**config.mk**
```make
export PLATFORM = sky130hd
export DESIGN_NAME = hilo_unit
export DESIGN_NICKNAME = d
export VERILOG_FILES = /design/src/rtl/hilo_unit.sv
export SDC_FILE = /design/constraint.sdc
export NUM_CORES = 1
export LEC_CHECK = 0
export CAP_MARGIN = 15
export CORE_MARGIN = 3
export CORE_UTILIZATION = 45
export DETAILED_ROUTE_END_ITERATION = 10
export PLACE_DENSITY = 0.8
export RECOVER_POWER = 25
export SYNTH_ARGS = -nofsm -noshare
export SYNTH_HDL_FRONTEND = slang
export SYNTH_SLANG_ARGS = --single-unit
```
**constraint.sdc**
```tcl
create_clock -name clk -period 3.6 [get_ports clk]
set_input_delay 0.72 -clock clk [delete_from_list [all_inputs] [get_ports clk]]
set_output_delay 0.72 -clock clk [all_outputs]
set_load 0.005 [all_outputs]
```
**src/rtl/hilo_unit.sv**
```systemverilog
// hilo_unit: architectural HI/LO register stage behind the combinational
// multiplier. A start strobe snapshots the 64-bit product, the unit stays busy
// for a fixed number of cycles, and then commits the snapshot to HI/LO.
// MTHI/MTLO writes and MFHI/MFLO reads are served while idle. Any request made
// while a multiply is in flight raises stall so that upstream holds it.
module hilo_unit #(
    parameter int MULT_LATENCY = 4,
    parameter int DATA_W       = 32
) (
    input  logic              clk,
    input  logic              reset,
    input  logic              start,
    input  logic [DATA_W-1:0] productHI,
    input  logic [DATA_W-1:0] productLO,
    input  logic              mthi,
    input  logic              mtlo,
    input  logic [DATA_W-1:0] wrData,
    input  logic              mfhi,
    input  logic              mflo,
    output logic [DATA_W-1:0] rdData,
    output logic              busy,
    output logic              stall,
    output logic [DATA_W-1:0] hiOut,
    output logic [DATA_W-1:0] loOut
);

    typedef enum logic {
        IDLE = 1'b0,
        BUSY = 1'b1
    } hiloState_t;

    // The counter is loaded with latency-1 so that the commit edge is exactly
    // MULT_LATENCY edges after the accepted start edge.
    localparam logic [3:0] CNT_LOAD = 4'(MULT_LATENCY - 1);

    hiloState_t        state;
    hiloState_t        nextState;
    logic [DATA_W-1:0] hiReg;
    logic [DATA_W-1:0] loReg;
    logic [DATA_W-1:0] pendHi;
    logic [DATA_W-1:0] pendLo;
    logic [3:0]        cnt;
    logic              anyRequest;

    // State register: reset aborts any multiply in flight.
    always_ff @(posedge clk) begin
        if (reset) begin
            state <= IDLE;
        end else begin
            state <= nextState;
        end
    end

    // Next-state logic: leave IDLE on start, return once the countdown hits zero.
    always_comb begin
        nextState = state;
        case (state)
            IDLE: if (start)      nextState = BUSY;
            BUSY: if (cnt == 4'd0) nextState = IDLE;
        endcase
    end

    // Output logic: busy/stall flags and the combinational read port (mfhi wins).
    always_comb begin
        busy       = (state == BUSY);
        anyRequest = start | mthi | mtlo | mfhi | mflo;
        stall      = busy & anyRequest;
        if (mfhi) begin
            rdData = hiReg;
        end else if (mflo) begin
            rdData = loReg;
        end else begin
            rdData = '0;
        end
    end

    // Datapath: snapshot/countdown/commit while busy, MT writes only when idle.
    // A start together with MT writes lets the writes land now; the later
    // commit then overwrites both registers.
    always_ff @(posedge clk) begin
        if (reset) begin
            hiReg  <= '0;
            loReg  <= '0;
            pendHi <= '0;
            pendLo <= '0;
            cnt    <= 4'd0;
        end else if (state == IDLE) begin
            if (start) begin
                pendHi <= productHI;
                pendLo <= productLO;
                cnt    <= CNT_LOAD;
            end
            if (mthi) begin
                hiReg <= wrData;
            end
            if (mtlo) begin
                loReg <= wrData;
            end
        end else begin
            if (cnt == 4'd0) begin
                hiReg <= pendHi;
                loReg <= pendLo;
            end else begin
                cnt <= cnt - 4'd1;
            end
        end
    end

    assign hiOut = hiReg;
    assign loOut = loReg;

endmodule

```
==> results.py, run 1 <==
metrics = {
    "synth": {
        "ys_seq_elements": 133,
        "synth_largest_area_cell": "dfxtp_1",
        "ys_seq_area_frac": 0.459,
        "ys_top_cells_by_area": "dfxtp_1 (46%), nand2_1 (12%), mux2i_1 (11%)",
        "ys_types": 27,
        "synth_cells": 713,
        "syn_avg_cell_area_um2": 8.13,
        "synth_warnings": 0,
        "synth_top_area_frac": 0.459,
        "synth.cell_area_mm2": 0.00580,
        "synth_fp_nets": 818,
    },
    "critical_path": {
        "critPathArrivalTime_ps": 2360,
        "worstSetupEndpointType": "output port",
        "slowest_delay_ps": 530,
        "worstSetupPathType": "primary input to output port",
        "crit_chain": "clkdlybuf4s50_1, buf_4, nand2_1, o21ai_0, clkdlybuf4s50_1",
        "cp_common_cell": "clkdlybuf4s50_1",
        "cp-start-kind": "primary input",
        "slowest_stage": "clkdlybuf4s50_1",
        "cp_max_fo": 21,
        "required_ps": 2880,
    },
    "power_and_ir_drop": {
        "switchingPower_mw": 1.16,
        "switching_share": 0.262,
        "p_leak_nw": 3.12,
        "clockPowerShare": 0.410,
        "seq_power_share": 0.390,
        "p_comb_frac": 0.200,
        "peakVddDrop_uv": 412,
        "p_int_mw": 3.27,
        "power_density_mw_per_mm2": 522,
    },
    "clock_network": {
        "clockBufferDepth": 2,
        "htree_num_levels": 4,
        "cts_sinks": 133,
        "hold_buffers": 0,
        "path_clk_slew_ps": 60,
        "cts_tree": "done",
        "cts_root_buffer": "clkbuf_16",
        "clock_latency_ps": 410,
        "numCtsBuffers": 17,
        "cts_setup_buffers": 0,
        "cts-resized-gates": 0,
    },
    "layout": {
        "fin_nets": 981,
        "fillers": 1021,
        "final_layout_size_suffix_gt1_frac": 0.0596,
        "seq_area_mm2": 0.00266,
        "antenna_cells": 0,
        "syn2layout_area_growth_pct": 46.2,
        "multi_input_area_mm2": 0.00285,
        "fin_area_mm2": 0.00848,
    },
    "placed_design": {
        "io_buffer_count": 200,
        "placedInstanceArea_mm2": 0.00786,
        "dpl.hpwl_um": 11800,
        "gp_congestion": 0.829,
    },
    "drt": {
        "final_antenna_net_count": 0,
        "route.detailed.drc": 0,
        "wl_um": 17800,
        "viasPerCell": 5.45,
        "drt_iter0_markers": 461,
        "drt_first_pass_iters": 5,
        "num_vias": 5757,
        "routedWlPerCell_um": 16.8,
    },
    "timing": {
        "tns_ps": 0,
        "tightest_slew_ps": 1580,
        "fin_crit_ps": 3080,
        "hold_violations": 0,
        "slew_headroom": -0.0507,
        "fin_skew_ps": 12.3,
        "grt_setup_unrepaired": "no",
        "setup_viol": 0,
        "slew_viol_final": 40,
        "post-route-period-util": 0.856,
        "clock.fmax_mhz": 325,
    },
    "flow_run": {
        "max_cap_viol_count": 1,
    },
    "global_routing": {
        "grt_max_degree": 84,
        "grt_pass1_vias": 5631,
        "grt_pass1_wl_um": 27900,
        "antenna_found_initial": 0,
        "grtUsageTotal": 0.240,
        "gr-total-overflow": 0,
    },
    "floorplan": {
        "die-area_mm2": 0.0143,
        "rows": 40,
        "die_w_um": 120,
        "io_pins": 201,
        "core_mm2": 0.0123,
        "initial_core_util": 0.471,
        "dieHeight_um": 120,
    },
    "status": {
        "violations": "max-capacitance violations, max-slew violations",
        "outcome": "finished with violations",
    },
    "worst_hold_path": {
        "hold_path.class": "register to register",
    },
}
## Yosys cell counts
cell        n
a31o_1      1
mux2i_1    64
buf_4       1
a21oi_1    68
and4bb_1    1
nor3_1     64
a311oi_1    1
dfxtp_1   133
or2_1       2
or3_1       1
inv_1       3
a211oi_1   65
nand2_1   193
nor2_1      1
nand2b_1    1
a211o_1     1
nor2b_1     3
buf_1       2
o21a_1      1
o21ai_0    32
buf_2      21
ha_1        2
or4b_1      1
nand3_1     2
or3b_1      1
or4_1       1
clkbuf_1   47
## cells in the final DEF, fill, tap and decap left out, types with 4 or more instances in the layout
| cell | n |
|---|---|
| nand2_1 | 193 |
| clkdlybuf4s50_1 | 179 |
| dfxtp_1 | 132 |
| a21oi_1 | 68 |
| a211oi_1 | 65 |
| mux2i_1 | 64 |
| nor3_1 | 64 |
| o21ai_0 | 32 |
| dlygate4sd3_1 | 19 |
| clkbuf_16 | 17 |
| buf_4 | 15 |
| bufinv_16 | 4 |
| clkinvlp_4 | 4 |
## routing by layer
layer	track usage	vias up	share of wire
met5	0	-	0
met4	0.0888	0	0.021
met3	0.0523	27	0.055
met2	0.424	188	0.51
met1	0.286	2726	0.41
li1	-	2816	-
## path summary, 6_finish.rpt
path / start / end / slack [ps] / cells past startpoint
max: mflo / rdData[16] / 520 / 5
min: pendLo[28] / pendLo[28] / 460 / 2
max reg2reg: busy / pendHi[22] / 560 / 4
min reg2reg: pendLo[28] / pendLo[28] / 460 / 2
## state kept, by name (all words and copies together) (netlist names)
signal  cells
pendHi     32
cnt         4
pendLo     32
busy        1
hiOut      32
loOut      32
## worst max-delay path: cells and delay by family
| family | cells | cell delay [ps] |
|---|---|---|
| buffers and inverters | 3 | 1360 |
| AND/OR/NAND/NOR | 1 | 90 |
| AO/OA/AOI/OAI | 1 | 180 |
## cell families (layout without fill, tap and decap cells)
logic type,count (synthesis),after routing,synth area share
flops,133,133,0.459
compound gates,169,169,0.176
mux,64,64,0.110
simple gates,271,271,0.197
fa+ha+maj,2,2,0.00431
buf+inv,74,250,0.0531
## through the flow
step	util	hold slack [ps]	power (mW)	setup WS [ps]	instances
after global routing	0.689	470	4.60	329	1057
final	0.689	455	4.43	519	1057
after CTS	0.689	455	4.46	509	1057
after global placement	0.639	441	2.62	553	1025
after floorplan	-	436	2.16	1310	713
after detailed placement	0.639	447	2.65	510	1025
## layout make-up
type / count / area share
multi-input combinational: 506 / 0.336
sequential: 133 / 0.314
timing repair buffer: 215 / 0.250
clock buffer: 19 / 0.0522
tap: 168 / 0.0248
clock inverter: 13 / 0.0212
inverter: 3 / 0.00133
## power groups by stage
| stage | Combinational, mW | Clock [mW] | Sequential [mW] |
|---|---|---|---|
| 2_1_floorplan | 0.435 | 0 | 1.73 |
| 3_3_place_gp | 0.867 | 0 | 1.75 |
| 3_5_place_dp | 0.894 | 0 | 1.76 |
| 4_1_cts | 0.900 | 1.83 | 1.73 |
| 5_1_grt | 0.962 | 1.89 | 1.75 |
| 6_report | 0.886 | 1.81 | 1.73 |
Power figures use the tool's default switching activity.
==> run 2, diff against run 1 <==
Settings changed: CORE_UTILIZATION 45 to 49, PLACE_DENSITY 0.8 to 0.84.
==> run 2 against run 1 <==
The run still ends with max-capacitance violations, max-slew violations left; sequential power hardly changed; first-iteration DRC count down 13%; count of clock-buffer cells in the layout increased by 5; power shrank 0.95%; clock power fell by 2%; cell count shrank 2.1%; maximum frequency increased by 1.2%; combinational power about the same.
==> results.py, run 2 (same netlist as run 1, synthesis figures left out) <==
metrics = {
    "status": {
        "violations": "max-capacitance violations, max-slew violations",
        "outcome": "finished with violations",
    },
    "layout": {
        "fin_area_mm2": 0.00846,
        "fin_nets": 983,
        "layout_common_cells": "nand2_1 (193), clkdlybuf4s50_1 (174), dfxtp_1 (132)",
        "fin_util": 0.734,
        "mostFrequentLayoutCell": "nand2_1",
        "syn2layout_area_growth_pct": 45.8,
        "final_layout_size_suffix_gt1_frac": 0.0595,
        "fin_cells": 1035,
        "fillers": 892,
    },
    "placed_design": {
        "gp_congestion": 0.867,
        "placedInstanceArea_mm2": 0.00785,
        "dpl.hpwl_um": 12300,
        "dp_cells": 1002,
        "io_buffer_count": 200,
    },
    "flow_run": {
        "max_cap_viol_count": 1,
    },
    "global_routing": {
        "grt_max_degree": 81,
        "gr-total-overflow": 0,
        "antenna_found_initial": 0,
        "grt_pass1_vias": 5813,
        "grtUsageTotal": 0.272,
        "grt_pass1_wl_um": 28500,
    },
    "floorplan": {
        "die-area_mm2": 0.0132,
        "io_pins": 201,
        "initial_core_util": 0.504,
        "rows": 39,
        "dieHeight_um": 115,
        "die_w_um": 115,
        "core_mm2": 0.0115,
    },
    "critical_path": {
        "required_ps": 2880,
        "worstSetupEndpointType": "output port",
        "cp-start-kind": "primary input",
        "worstSetupStartpoint": "mflo",
        "critPathArrivalTime_ps": 2320,
        "r2r-end": "loOut[21]",
        "crit-reg2reg-launch": "busy",
        "crit_chain": "clkdlybuf4s50_1, or4_1, o21a_1, clkdlybuf4s50_1",
        "slowest_delay_ps": 520,
        "cp_common_cell": "clkdlybuf4s50_1",
        "slowest_stage": "or4_1",
        "crit_cells": 4,
        "reg2reg_slack_ps": 700,
        "cp_max_fo": 3,
        "rr_worst_depth": 4,
        "path_delay_family": "buffers and inverters",
        "worstSetupPathType": "primary input to output port",
        "crit_buf_inv": 2,
    },
    "drt": {
        "num_vias": 5772,
        "final_antenna_net_count": 0,
        "route.detailed.drc": 0,
        "drt_first_pass_iters": 5,
        "wl_um": 17800,
        "routedWlPerCell_um": 17.2,
        "viasPerCell": 5.58,
        "drt_iter0_markers": 400,
    },
    "clock_network": {
        "cts_tree": "done",
        "cts-resized-gates": 0,
        "cts_root_buffer": "clkbuf_16",
        "hold_buffers": 0,
        "numCtsBuffers": 17,
        "path_clk_slew_ps": 50,
        "clock_latency_ps": 410,
        "cts_setup_buffers": 0,
        "clockBufferDepth": 2,
        "htree_num_levels": 4,
        "cts_sinks": 133,
    },
    "timing": {
        "post-route-period-util": 0.846,
        "tightest_slew_ps": 1800,
        "slew_viol_final": 39,
        "hold_ws_ps": 455,
        "fin_skew_ps": 8.53,
        "fin_crit_ps": 3040,
        "hold_violations": 0,
        "slew_headroom": -0.198,
        "clock.fmax_mhz": 329,
        "setup_viol": 0,
        "tns_ps": 0,
        "grt_setup_unrepaired": "no",
    },
    "worst_hold_path": {
        "worstHoldEndpoint": "pendLo[13]",
        "min_from": "pendLo[13]",
        "hold_path.class": "register to register",
        "whs_path_depth": 2,
    },
    "power_and_ir_drop": {
        "peakVddDrop_uv": 254,
        "power_density_mw_per_mm2": 519,
        "p_leak_nw": 3.14,
    },
}
run 2: cell count changes in the layout (fill, tap and decap cells not counted):
cell,previous run,this run
buf_4,15,16
bufinv_16,4,3
clkbuf_1,1,4
clkbuf_8,1,4
clkdlybuf4s50_1,179,174
clkinvlp_4,4,1
dfxtp_2,1,0
dfxtp_4,0,1
diode_2,0,1
dlygate4sd3_1,19,24
inv_4,1,0
nand2b_1,1,0
nand2b_2,0,1
run 2: worst max path at each step:
stage / to
3_5_place_dp: stall
3_3_place_gp: stall
6_report: stall
4_1_cts: stall
2_1_floorplan: stall
5_1_grt: rdData[4]
run 2: where the power goes:
part           switching (mW)  internal (mW)
clock network           0.611           1.16
logic                   0.403          0.484
registers               0.116           1.61
total                    1.13           3.26
run 2: through the flow:
stage / worst slack, ps / total power, mW
after CTS: 568 / 4.42
after detailed placement: 578 / 2.66
after global placement: 597 / 2.62
after floorplan: 1310 / 2.16
final: 556 / 4.39
after global routing: 436 / 4.57
run 2: area by class of cell:
type / instances / area [um2] / share of cell area
multi-input combinational: 506 / 2850 / 0.337
sequential: 133 / 2670 / 0.315
timing repair buffer: 217 / 2130 / 0.252
clock buffer: 24 / 492 / 0.0581
tap: 143 / 179 / 0.0212
clock inverter: 8 / 121 / 0.0144
inverter: 3 / 11.3 / 0.00133
antenna: 1 / 2.50 / 0.000296
run 2: metal layers:
metal,up-vias,GRT usage,part of all wire
met1,2704,0.313,0.41
li1,2818,-,-
met2,211,0.495,0.52
met3,39,0.0468,0.047
met5,-,0,0
met4,0,0.118,0.026
run 2: worst register-to-register path, cell delays in order (launching register included):
cell	delay, ps
dfxtp_4	680
and4bb_2	350
clkbuf_1	1300
nor3_1	180
a211oi_1	310
